**src/rtl/seven_seg_scanner_if.sv**
```systemverilog
// Display tap bundle: value and page controls in, scanned digit drive out.
interface seven_seg_scanner_if #(
  parameter int unsigned WIDTH  = 32,
  parameter int unsigned DIGITS = 4
);
  localparam int unsigned PAGES = WIDTH / (4 * DIGITS);
  localparam int unsigned PW    = (PAGES > 1) ? $clog2(PAGES) : 1;

  logic [WIDTH-1:0]  reg_display;
  logic              auto_page;
  logic [PW-1:0]     page_sel;
  logic              blank_lz;
  logic [DIGITS-1:0] segEnable;
  logic [6:0]        outSeg;
  logic              dp;
  logic [PW-1:0]     page;

  modport master (
    output reg_display, auto_page, page_sel, blank_lz,
    input  segEnable, outSeg, dp, page
  );

  modport slave (
    input  reg_display, auto_page, page_sel, blank_lz,
    output segEnable, outSeg, dp, page
  );
endinterface

```
**src/rtl/seven_seg_scanner.sv**
```systemverilog
// Multi-page seven-segment scan driver with frame-coherent snapshot,
// auto/manual paging, leading-zero blanking and a dp page indicator.
module seven_seg_scanner #(
  parameter int unsigned WIDTH    = 32,
  parameter int unsigned DIGITS   = 4,
  parameter int unsigned SCAN_CNT = 100000,
  parameter int unsigned PAGE_CNT = 500
) (
  input  logic                clk,
  input  logic                rst,
  seven_seg_scanner_if.slave  bus
);

  localparam int unsigned PAGES = WIDTH / (4 * DIGITS);
  localparam int unsigned PW    = (PAGES > 1) ? $clog2(PAGES) : 1;
  localparam int unsigned CW    = $clog2(SCAN_CNT);
  localparam int unsigned DW    = $clog2(DIGITS);
  localparam int unsigned FW    = (PAGE_CNT > 1) ? $clog2(PAGE_CNT) : 1;
  localparam int unsigned NW    = $clog2(WIDTH / 4);

  typedef enum logic {ST_IDLE, ST_SCAN} state_t;

  state_t            state;
  logic [CW-1:0]     scan_cnt;
  logic [DW-1:0]     digit;
  logic [FW-1:0]     frame_cnt;
  logic [PW-1:0]     page_q;
  logic [WIDTH-1:0]  snap;

  logic              tick;
  logic [DW-1:0]     digit_nx;
  logic [FW-1:0]     frame_nx;
  logic [PW-1:0]     page_nx;
  logic [WIDTH-1:0]  snap_nx;
  logic [NW-1:0]     nib_idx;
  logic [WIDTH-1:0]  shifted;
  logic [6:0]        seg_nx;
  logic [DIGITS-1:0] en_nx;
  logic              dp_nx;

  function automatic logic [6:0] hex7(input logic [3:0] nib);
    case (nib)
      4'h0: hex7 = 7'h40;
      4'h1: hex7 = 7'h79;
      4'h2: hex7 = 7'h24;
      4'h3: hex7 = 7'h30;
      4'h4: hex7 = 7'h19;
      4'h5: hex7 = 7'h12;
      4'h6: hex7 = 7'h02;
      4'h7: hex7 = 7'h78;
      4'h8: hex7 = 7'h00;
      4'h9: hex7 = 7'h10;
      4'hA: hex7 = 7'h08;
      4'hB: hex7 = 7'h03;
      4'hC: hex7 = 7'h46;
      4'hD: hex7 = 7'h21;
      4'hE: hex7 = 7'h06;
      default: hex7 = 7'h0E;
    endcase
  endfunction

  // Next digit/page/snapshot; all changes happen only on a slot tick.
  always_comb begin
    tick     = (scan_cnt == CW'(SCAN_CNT - 1));
    digit_nx = digit;
    frame_nx = frame_cnt;
    page_nx  = page_q;
    snap_nx  = snap;
    if (tick) begin
      if (state == ST_IDLE) begin
        snap_nx = bus.reg_display;
      end else begin
        digit_nx = (digit == DW'(DIGITS - 1)) ? '0 : digit + 1'b1;
        if (digit == DW'(DIGITS - 1)) begin
          snap_nx = bus.reg_display;
          if (bus.auto_page) begin
            if (frame_cnt == FW'(PAGE_CNT - 1)) begin
              frame_nx = '0;
              page_nx  = (page_q == PW'(PAGES - 1)) ? '0 : page_q + 1'b1;
            end else begin
              frame_nx = frame_cnt + 1'b1;
            end
          end else begin
            frame_nx = '0;
            page_nx  = ({1'b0, bus.page_sel} > (PW + 1)'(PAGES - 1)) ?
                       PW'(PAGES - 1) : bus.page_sel;
          end
        end
      end
    end
  end

  // Segment/anode/dp image for the upcoming slot, with leading-zero blanking.
  always_comb begin
    nib_idx = NW'(page_nx) * NW'(DIGITS) + NW'(digit_nx);
    shifted = snap_nx >> {nib_idx, 2'b00};
    seg_nx  = hex7(shifted[3:0]);
    if (bus.blank_lz && (nib_idx != '0) && (shifted == '0)) begin
      seg_nx = 7'h7F;
    end
    en_nx = ~(DIGITS'(1) << digit_nx);
    dp_nx = (32'(digit_nx) == 32'(page_nx)) ? 1'b0 : 1'b1;
  end

  // State and output registers; outputs reload only on a tick.
  always_ff @(posedge clk or negedge rst) begin
    if (!rst) begin
      state         <= ST_IDLE;
      scan_cnt      <= '0;
      digit         <= '0;
      frame_cnt     <= '0;
      page_q        <= '0;
      snap          <= '0;
      bus.segEnable <= '1;
      bus.outSeg    <= 7'h7F;
      bus.dp        <= 1'b1;
    end else begin
      scan_cnt  <= tick ? '0 : scan_cnt + 1'b1;
      digit     <= digit_nx;
      frame_cnt <= frame_nx;
      page_q    <= page_nx;
      snap      <= snap_nx;
      if (tick) begin
        state         <= ST_SCAN;
        bus.segEnable <= en_nx;
        bus.outSeg    <= seg_nx;
        bus.dp        <= dp_nx;
      end
    end
  end

  assign bus.page = page_q;

endmodule

```
**src/flat_wrapper.sv**
```systemverilog
// flat-port wrapper written by rule: the top's interface ports become plain ports
module seven_seg_scanner_flat 
#(
  parameter int unsigned WIDTH    = 32,
  parameter int unsigned DIGITS   = 4,
  parameter int unsigned SCAN_CNT = 100000,
  parameter int unsigned PAGE_CNT = 500
)
  (clk, rst, bus_reg_display, bus_auto_page, bus_page_sel, bus_blank_lz, bus_segEnable, bus_outSeg, bus_dp, bus_page);
  seven_seg_scanner_if #(.WIDTH(WIDTH), .DIGITS(DIGITS)) bus_i ();
  input  logic clk;
  input  logic rst;
  input wire logic [$bits(bus_i.reg_display)-1:0] bus_reg_display;
  input wire logic [$bits(bus_i.auto_page)-1:0] bus_auto_page;
  input wire logic [$bits(bus_i.page_sel)-1:0] bus_page_sel;
  input wire logic [$bits(bus_i.blank_lz)-1:0] bus_blank_lz;
  output wire logic [$bits(bus_i.segEnable)-1:0] bus_segEnable;
  output wire logic [$bits(bus_i.outSeg)-1:0] bus_outSeg;
  output wire logic [$bits(bus_i.dp)-1:0] bus_dp;
  output wire logic [$bits(bus_i.page)-1:0] bus_page;
  assign bus_i.reg_display = bus_reg_display;
  assign bus_i.auto_page = bus_auto_page;
  assign bus_i.page_sel = bus_page_sel;
  assign bus_i.blank_lz = bus_blank_lz;
  assign bus_segEnable = bus_i.segEnable;
  assign bus_outSeg = bus_i.outSeg;
  assign bus_dp = bus_i.dp;
  assign bus_page = bus_i.page;
  seven_seg_scanner #(.WIDTH(WIDTH), .DIGITS(DIGITS), .SCAN_CNT(SCAN_CNT), .PAGE_CNT(PAGE_CNT)) u_core (.clk(clk), .rst(rst), .bus(bus_i));
endmodule
```
**config.mk**
```make
export PLATFORM = sky130hd
export DESIGN_NAME = seven_seg_scanner_flat
export DESIGN_NICKNAME = d
export VERILOG_FILES = /design/src/rtl/seven_seg_scanner_if.sv /design/src/rtl/seven_seg_scanner.sv /design/src/flat_wrapper.sv
export SDC_FILE = /design/constraint.sdc
export NUM_CORES = 1
export LEC_CHECK = 0
export ABC_CLOCK_PERIOD_IN_PS = 8600
export CAP_MARGIN = 0
export CORE_MARGIN = 2
export CORE_UTILIZATION = 55
export DETAILED_ROUTE_END_ITERATION = 8
export GPL_TIMING_DRIVEN = 0
export PLACE_DENSITY = 0.78
export SLEW_MARGIN = 10
export SYNTH_ARGS = -nofsm -noshare
export SYNTH_HDL_FRONTEND = slang
export SYNTH_SLANG_ARGS = --single-unit
```
**constraint.sdc**
```tcl
create_clock -name clk -period 8.6 [get_ports clk]
set_input_delay 1.72 -clock clk [delete_from_list [all_inputs] [get_ports clk]]
set_output_delay 1.72 -clock clk [all_outputs]
set_load 0.02 [all_outputs]
```
After elaboration in Yosys (flattened, before gate mapping)
Memories as Yosys holds them, arrays and structs flattened.
Cells that the tools add are included.
{"block": "op_classes", "bitwise": 1, "shift": 2, "muxes": 17, "eq_ne": 4, "n_addsub": 5, "reduce_logical": 5}
{"cell": "$mux W32", "count": 3}
{"cell": "$logic_not A32 Y1", "count": 1}
{"cell": "$shr A32 B5 Y32", "count": 1}
{"cell": "$mux W9", "count": 2}
{"cell": "$add A17 B1 Y17 const B", "count": 1}
{"cell": "$eq A17 B17 Y1 const B", "count": 1}
{"cell": "$mux W17", "count": 1}
{"cell": "$add A9 B1 Y9 const B", "count": 1}
{"cell": "$eq A9 B9 Y1 const B", "count": 1}
{"cell": "$mux W1", "count": 7}
{"cell": "$mux W7", "count": 1}
{"cell": "$mux W2", "count": 3}
{"cell": "$not A4 Y4", "count": 1}
{"cell": "$shl A1 B2 Y4 const A", "count": 1}
{"cell": "$add A3 B2 Y3", "count": 1}
{"cell": "$reduce_and A3 Y1", "count": 1}
{"cell": "$reduce_bool A3 Y1", "count": 1}
{"cell": "$add A2 B1 Y2 const B", "count": 1}
{"cell": "$eq A2 B1 Y1", "count": 1}
{"cell": "$eq A2 B2 Y1 const B", "count": 1}
{"cell": "$logic_and A1 B1 Y1", "count": 2}
{"cell": "$add A1 B1 Y1 const B", "count": 1}
{"block": "totals", "in_bits": 37, "reg_bits": 74, "output_inout_bits": 13, "word_cells": 44, "mem_bits_ro": 112, "mem_count": 1}
{"memory": "(name not given)", "depth": 16, "word_bits": 7, "rd": 1, "rd_clocked_by_memory_dff": 0, "wr": 0, "line": "seven_seg_scanner.sv:42", "rtl": "case (nib)"}

Logic depth before layout (Yosys ltp)
{"block": "logic_depth", "depth_word": 12, "depth_mapped": 19, "ltp_nobuf": 15}

Worst setup path before layout
OpenSTA, ideal clock, no wires.
{"block": "synth_path", "path_kind": "input port to flip-flop", "from": "in bus_auto_page", "to": "reg u_core.bus.outSeg[3]", "cell_stages": 12, "t_required_ns": 8.507, "slack_ns": 4.545, "n_path_buf": 1, "setup_ns": 0.093, "arrival_ns": 3.961, "cell_sequence": "nand2b_1 a21oi_1 a21oi_1 clkbuf_1 a211oi_1 a21oi_1 inv_1 ha_1 o2111ai_1 nor2_1 a2111oi_0 a21oi_1"}
{"block": "synth_between", "elab_chain_len": 9, "elab_cells_between_ends": 12, "classes_between": "add/sub: 1; shift: 1; mux: 5; reduce/logical: 4; memory: 1"}
{"item": "from (decl)", "line": "flat_wrapper.sv:14", "rtl": "input wire logic [$bits(bus_i.auto_page)-1:0] bus_auto_page;"}
{"item": "$mux W1 *", "line": "seven_seg_scanner.sv:76", "rtl": "if (bus.auto_page) begin"}
{"item": "$mux W1 *", "line": "seven_seg_scanner.sv:74", "rtl": "if (digit == DW'(DIGITS - 1)) begin"}
{"item": "$mux W1 *", "line": "seven_seg_scanner.sv:70", "rtl": "if (state == ST_IDLE) begin"}
{"item": "$mux W1 *", "line": "seven_seg_scanner.sv:69", "rtl": "if (tick) begin"}
{"item": "net u_core.page_nx", "line": "seven_seg_scanner.sv:33", "rtl": "logic [PW-1:0] page_nx;"}
{"item": "$add A3 B2 Y3 *", "line": "seven_seg_scanner.sv:95", "rtl": "nib_idx = NW'(page_nx) * NW'(DIGITS) + NW'(digit_nx);"}
{"item": "parallel branches: the longest is 3 deep, another holds $mem_v2 Z16 W7"}
{"item": "$mux W7 *", "line": "seven_seg_scanner.sv:98", "rtl": "if (bus.blank_lz && (nib_idx != '0) && (shifted == '0)) begin"}
{"item": "to (signal assigned)", "line": "seven_seg_scanner.sv:126", "rtl": "bus.outSeg <= seg_nx;"}
{"item": "to (decl)", "line": "seven_seg_scanner_if.sv:25", "rtl": "output segEnable, outSeg, dp, page"}
Mark *: on every way through the listed nets, which the timed path passes.
A chain may end at the register's enable or synchronous reset.

Worst setup path in the final report
Same ends and word-level chain as after synthesis.

==> summary.md <==
| Metric | Value |
|---|---|
| Arrival time of the worst setup path | `5.22 ns` |
| Filler-free cell count of the finished design | `607` |
| Area growth, synth to finish | `19.8%` |
| Kind of end point of the critical path | `flop` |
| Number of warnings printed during yosys synthesis | `0` |
| Most frequent cells in the layout | `dfrtp_1, nand2_1, clkdlybuf4s50_1` |
| CTS tree | `yes` |
| Vias per Instance | `5.92` |
| Final period demand of the worst path | `4.95 ns` |
| I/O pin total | `50` |
| Hold WC Path Type | `flop to flop` |
| Aggregate global-route resource usage | `0.249` |
| Filler cell count in the final layout | `608` |
| Area of combinational cells with multiple inputs | `2330 µm²` |
| Summed instance area of the synthesized netlist | `4350 µm²` |
| Row cnt | `32` |
| Core ar. | `7690 µm²` |
| Number of nets in the layout | `546` |
| Total of flip-flops plus latches after synthesis | `74` |
| Power Total | `0.686 mW` |
| Post-CTS Repair Setup Buffers | `0` |
| Transition at the pin with the smallest max-transition slack | `0.547 ns` |
| Final clock period utilization by the worst path | `0.576` |
| Hold worst-path end | `u_core.snap[1]$_DFF_PN0_` |
| Post-synth EDFFs | `0` |
| Largest net degree at the start of global routing | `58` |
| Clock Path Buffers | `2` |
| Post-route setup TNS | `0 ns` |
| Pre-Repair DR Iteration Count | `5` |
| Relative slew margins | `0.635` |
| Final Slew Violations | `0` |
| Seq. cell area | `1870 µm²` |
| Synth Net Count | `485` |
| P_leak | `2.28 nW` |
| Wire length of the first global-routing pass | `16800 µm` |
| Sequential area share after synthesis | `0.429` |
| Final weighted congestion in routability-driven placement | `0.925` |
| Number of distinct library cells after synthesis | `64` |
| Average wire length per cell after detail routing | `16.9 µm` |
| Total clock buffers created by CTS | `9` |
| DRC violation count after routing | `0` |
| Count of endpoints failing hold in the final timing report | `0` |
| Hold Startpoint | `u_core.snap[1]$_DFF_PN0_` |
| Post-Syn Instances | `439` |
| Power density over cell area | `132 nW/µm²` |
| Cells on Worst Hold Path | `2` |
| Number of global-route vias before repair | `3529` |
| Final setup violating endpoints | `0` |
| Max Fclk | `202 MHz` |
| Maximum capacitance violations | `0` |
| Overflow left after global routing | `0` |
| Number of sinks driven by the clock tree | `74` |
| Insertion delay of the later-clocked pin in the worst-skew pair | `0.36 ns` |
| Most common flop cell mapped by yosys | `dfrtp_1` |
| Required time at the worst-slack endpoint | `8.87 ns` |
| DIE HEIGHT | `93.0 µm` |
| Antenna diode count | `0` |
| Clock transition at path regs | `0.09 ns` |
| Fraction of final layout cells with drive strength greater than 1 | `0.145` |
| Unrepaired setup endpoints after global routing | `false` |
| Floorplan die area | `8640 µm²` |
| Status | `finished clean` |
| CP Max Fanout | `10` |
| Critical path class | `primary input to flop` |
| Async set-reset flop share out of synthesis | `1.00` |
| Initial antenna violation count | `0` |
| End of the worst register-to-register path | `u_core.bus.outSeg[3]$_DFFE_PN1N_` |
| Cells after DPL | `591` |
| Number of gates given a new drive strength after cts | `0` |
| Final-layout worst hold slack | `0.477 ns` |
| Horiz. Die Dim | `93.0 µm` |
| Initial DRC Count | `178` |
| Initial standard-cell utilization of the core | `0.566` |
| Mean instance size in the synthesized netlist | `9.92 µm²` |
| Buffers on Ports | `49` |
| Aggregate routed wire length | `10300 µm` |
| Total number of vias | `3593` |
| Residual antenna-violating net count after detailed routing | `0` |
| Cell at the root of the clock tree | `clkbuf_8` |
| Worst-case clock skew | `0.0129 ns` |
| Peak VDD IR | `0.0876 mV` |
| Post-detail-place hpwl | `7720 µm` |
| H-tree levels | `3` |
| Most common cell after layout, fill and taps aside | `dfrtp_1` |
| R2R setup slack | `4.02 ns` |
| Post-cts hold buffer count | `0` |
| Startpoint of the worst-slack reg-to-reg timing path | `u_core.scan_cnt[11]$_DFF_PN0_` |
| Worst reg-to-reg path cell count | `17` |
| Launching element type of the critical path | `primary input` |
flip-flops by register name, indices dropped and copies added, names as in the netlist:
signal and flops:
u_core.snap 32, u_core.scan_cnt 17, u_core.frame_cnt 9, u_core.bus.outSeg 7, u_core.bus.segEnable 4, u_core.digit 2, u_core.bus.dp 1, u_core.bus.page 1
u_core.state 1
critical path, stage by stage:
cell and delay (ns):
clkdlybuf4s50_1 0.47, nand2b_1 0.26, a21oi_1 0.11, a21oi_1 0.44
clkbuf_1 0.44, a211oi_1 0.08, a21oi_1 0.46, inv_1 0.18
ha_1 0.26, o2111ai_1 0.10, nor2_1 0.10, a2111oi_0 0.52
a21oi_1 0.08
through the flow:
| stage | instance area (µm²) | utilization | setup WS (ns) |
|---|---|---|---|
| after floorplan | 4350 | - | 4.55 |
| after global placement | 4970 | 0.647 | 3.24 |
| after detailed placement | 5000 | 0.650 | 3.34 |
| after CTS | 5210 | 0.678 | 3.72 |
| after global routing | 5210 | 0.678 | 3.41 |
| final | 5210 | 0.678 | 3.65 |
worst max path at each step:
stage                  startpoint                               end  slack, ns
global route        bus_auto_page  u_core.bus.outSeg[3]$_DFFE_PN1N_       3.41
global placement              rst         u_core.snap[29]$_DFF_PN0_       3.24
detailed placement  bus_auto_page  u_core.bus.outSeg[3]$_DFFE_PN1N_       3.34
finish              bus_auto_page  u_core.bus.outSeg[3]$_DFFE_PN1N_       3.65
CTS                 bus_auto_page  u_core.bus.outSeg[3]$_DFFE_PN1N_       3.72
floorplan           bus_auto_page  u_core.bus.outSeg[3]$_DFFE_PN1N_       4.55
final cells by class:
cell class              instances  share of cell area
multi-input cells             334               0.447
flip-flops and latches         74               0.358
well taps                     102              0.0245
plain buffers                  23              0.0238
inverters                       8             0.00576
clock inverters                 6              0.0173
clock buffers                  10              0.0245
repair buffers                 50              0.0989
kinds of logic after synthesis:
family	after synthesis	synth area share
flops	74	0.429
mux	63	0.163
fa+ha+maj	9	0.0259
compound gates	74	0.114
buf+inv	31	0.0354
xor+xnor	14	0.0282
simple gates	174	0.205
synthesized netlist by cell type (2+ instances only):
| cell | number | area share |
|---|---|---|
| a2111oi_0 | 2 | 0.0040 |
| a21o_1 | 2 | 0.0034 |
| a21oi_1 | 20 | 0.023 |
| a22o_1 | 2 | 0.0040 |
| a31oi_1 | 3 | 0.0043 |
| a32oi_1 | 2 | 0.0040 |
| and2_1 | 2 | 0.0029 |
| and3_1 | 8 | 0.011 |
| buf_2 | 3 | 0.0034 |
| buf_4 | 4 | 0.0069 |
| clkbuf_1 | 14 | 0.012 |
| dfrtp_1 | 62 | 0.36 |
| dfstp_2 | 12 | 0.072 |
| ha_1 | 9 | 0.026 |
| inv_1 | 7 | 0.0060 |
| mux2_1 | 8 | 0.021 |
| mux2_2 | 23 | 0.060 |
| mux2_4 | 2 | 0.0069 |
| mux2i_1 | 27 | 0.062 |
| mux2i_4 | 2 | 0.010 |
| nand2_1 | 51 | 0.044 |
| nand2b_1 | 6 | 0.0086 |
| nand3_1 | 18 | 0.021 |
| nand4_1 | 5 | 0.0072 |
| nor2_1 | 38 | 0.033 |
| nor2b_1 | 4 | 0.0057 |
| nor3_1 | 4 | 0.0046 |
| nor4_1 | 14 | 0.020 |
| nor4bb_1 | 2 | 0.0046 |
| o2111ai_1 | 4 | 0.0080 |
| o211a_1 | 3 | 0.0069 |
| o211ai_1 | 2 | 0.0034 |
| o21ai_0 | 19 | 0.022 |
| o22a_1 | 2 | 0.0040 |
| o31ai_1 | 3 | 0.0052 |
| or2_2 | 2 | 0.0029 |
| or3_1 | 4 | 0.0057 |
| or4_1 | 6 | 0.010 |
| xnor2_1 | 7 | 0.014 |
| xor2_1 | 7 | 0.014 |
power breakdown:
group	leakage (nW)	internal, mW	switching (mW)
logic	1.26	0.0189	0.0156
clock network	0.107	0.164	0.136
registers	0.911	0.349	0.00148
total	2.28	0.533	0.153
layer usage:
layer	GRT usage	vias to the layer above	share of wire
li1	-	1715	-
met1	0.337	1754	0.46
met2	0.405	110	0.48
met3	0.0439	14	0.050
met4	0.0846	0	0.010
met5	0	-	0
Note: power is estimated with default switching activity, not from simulation.
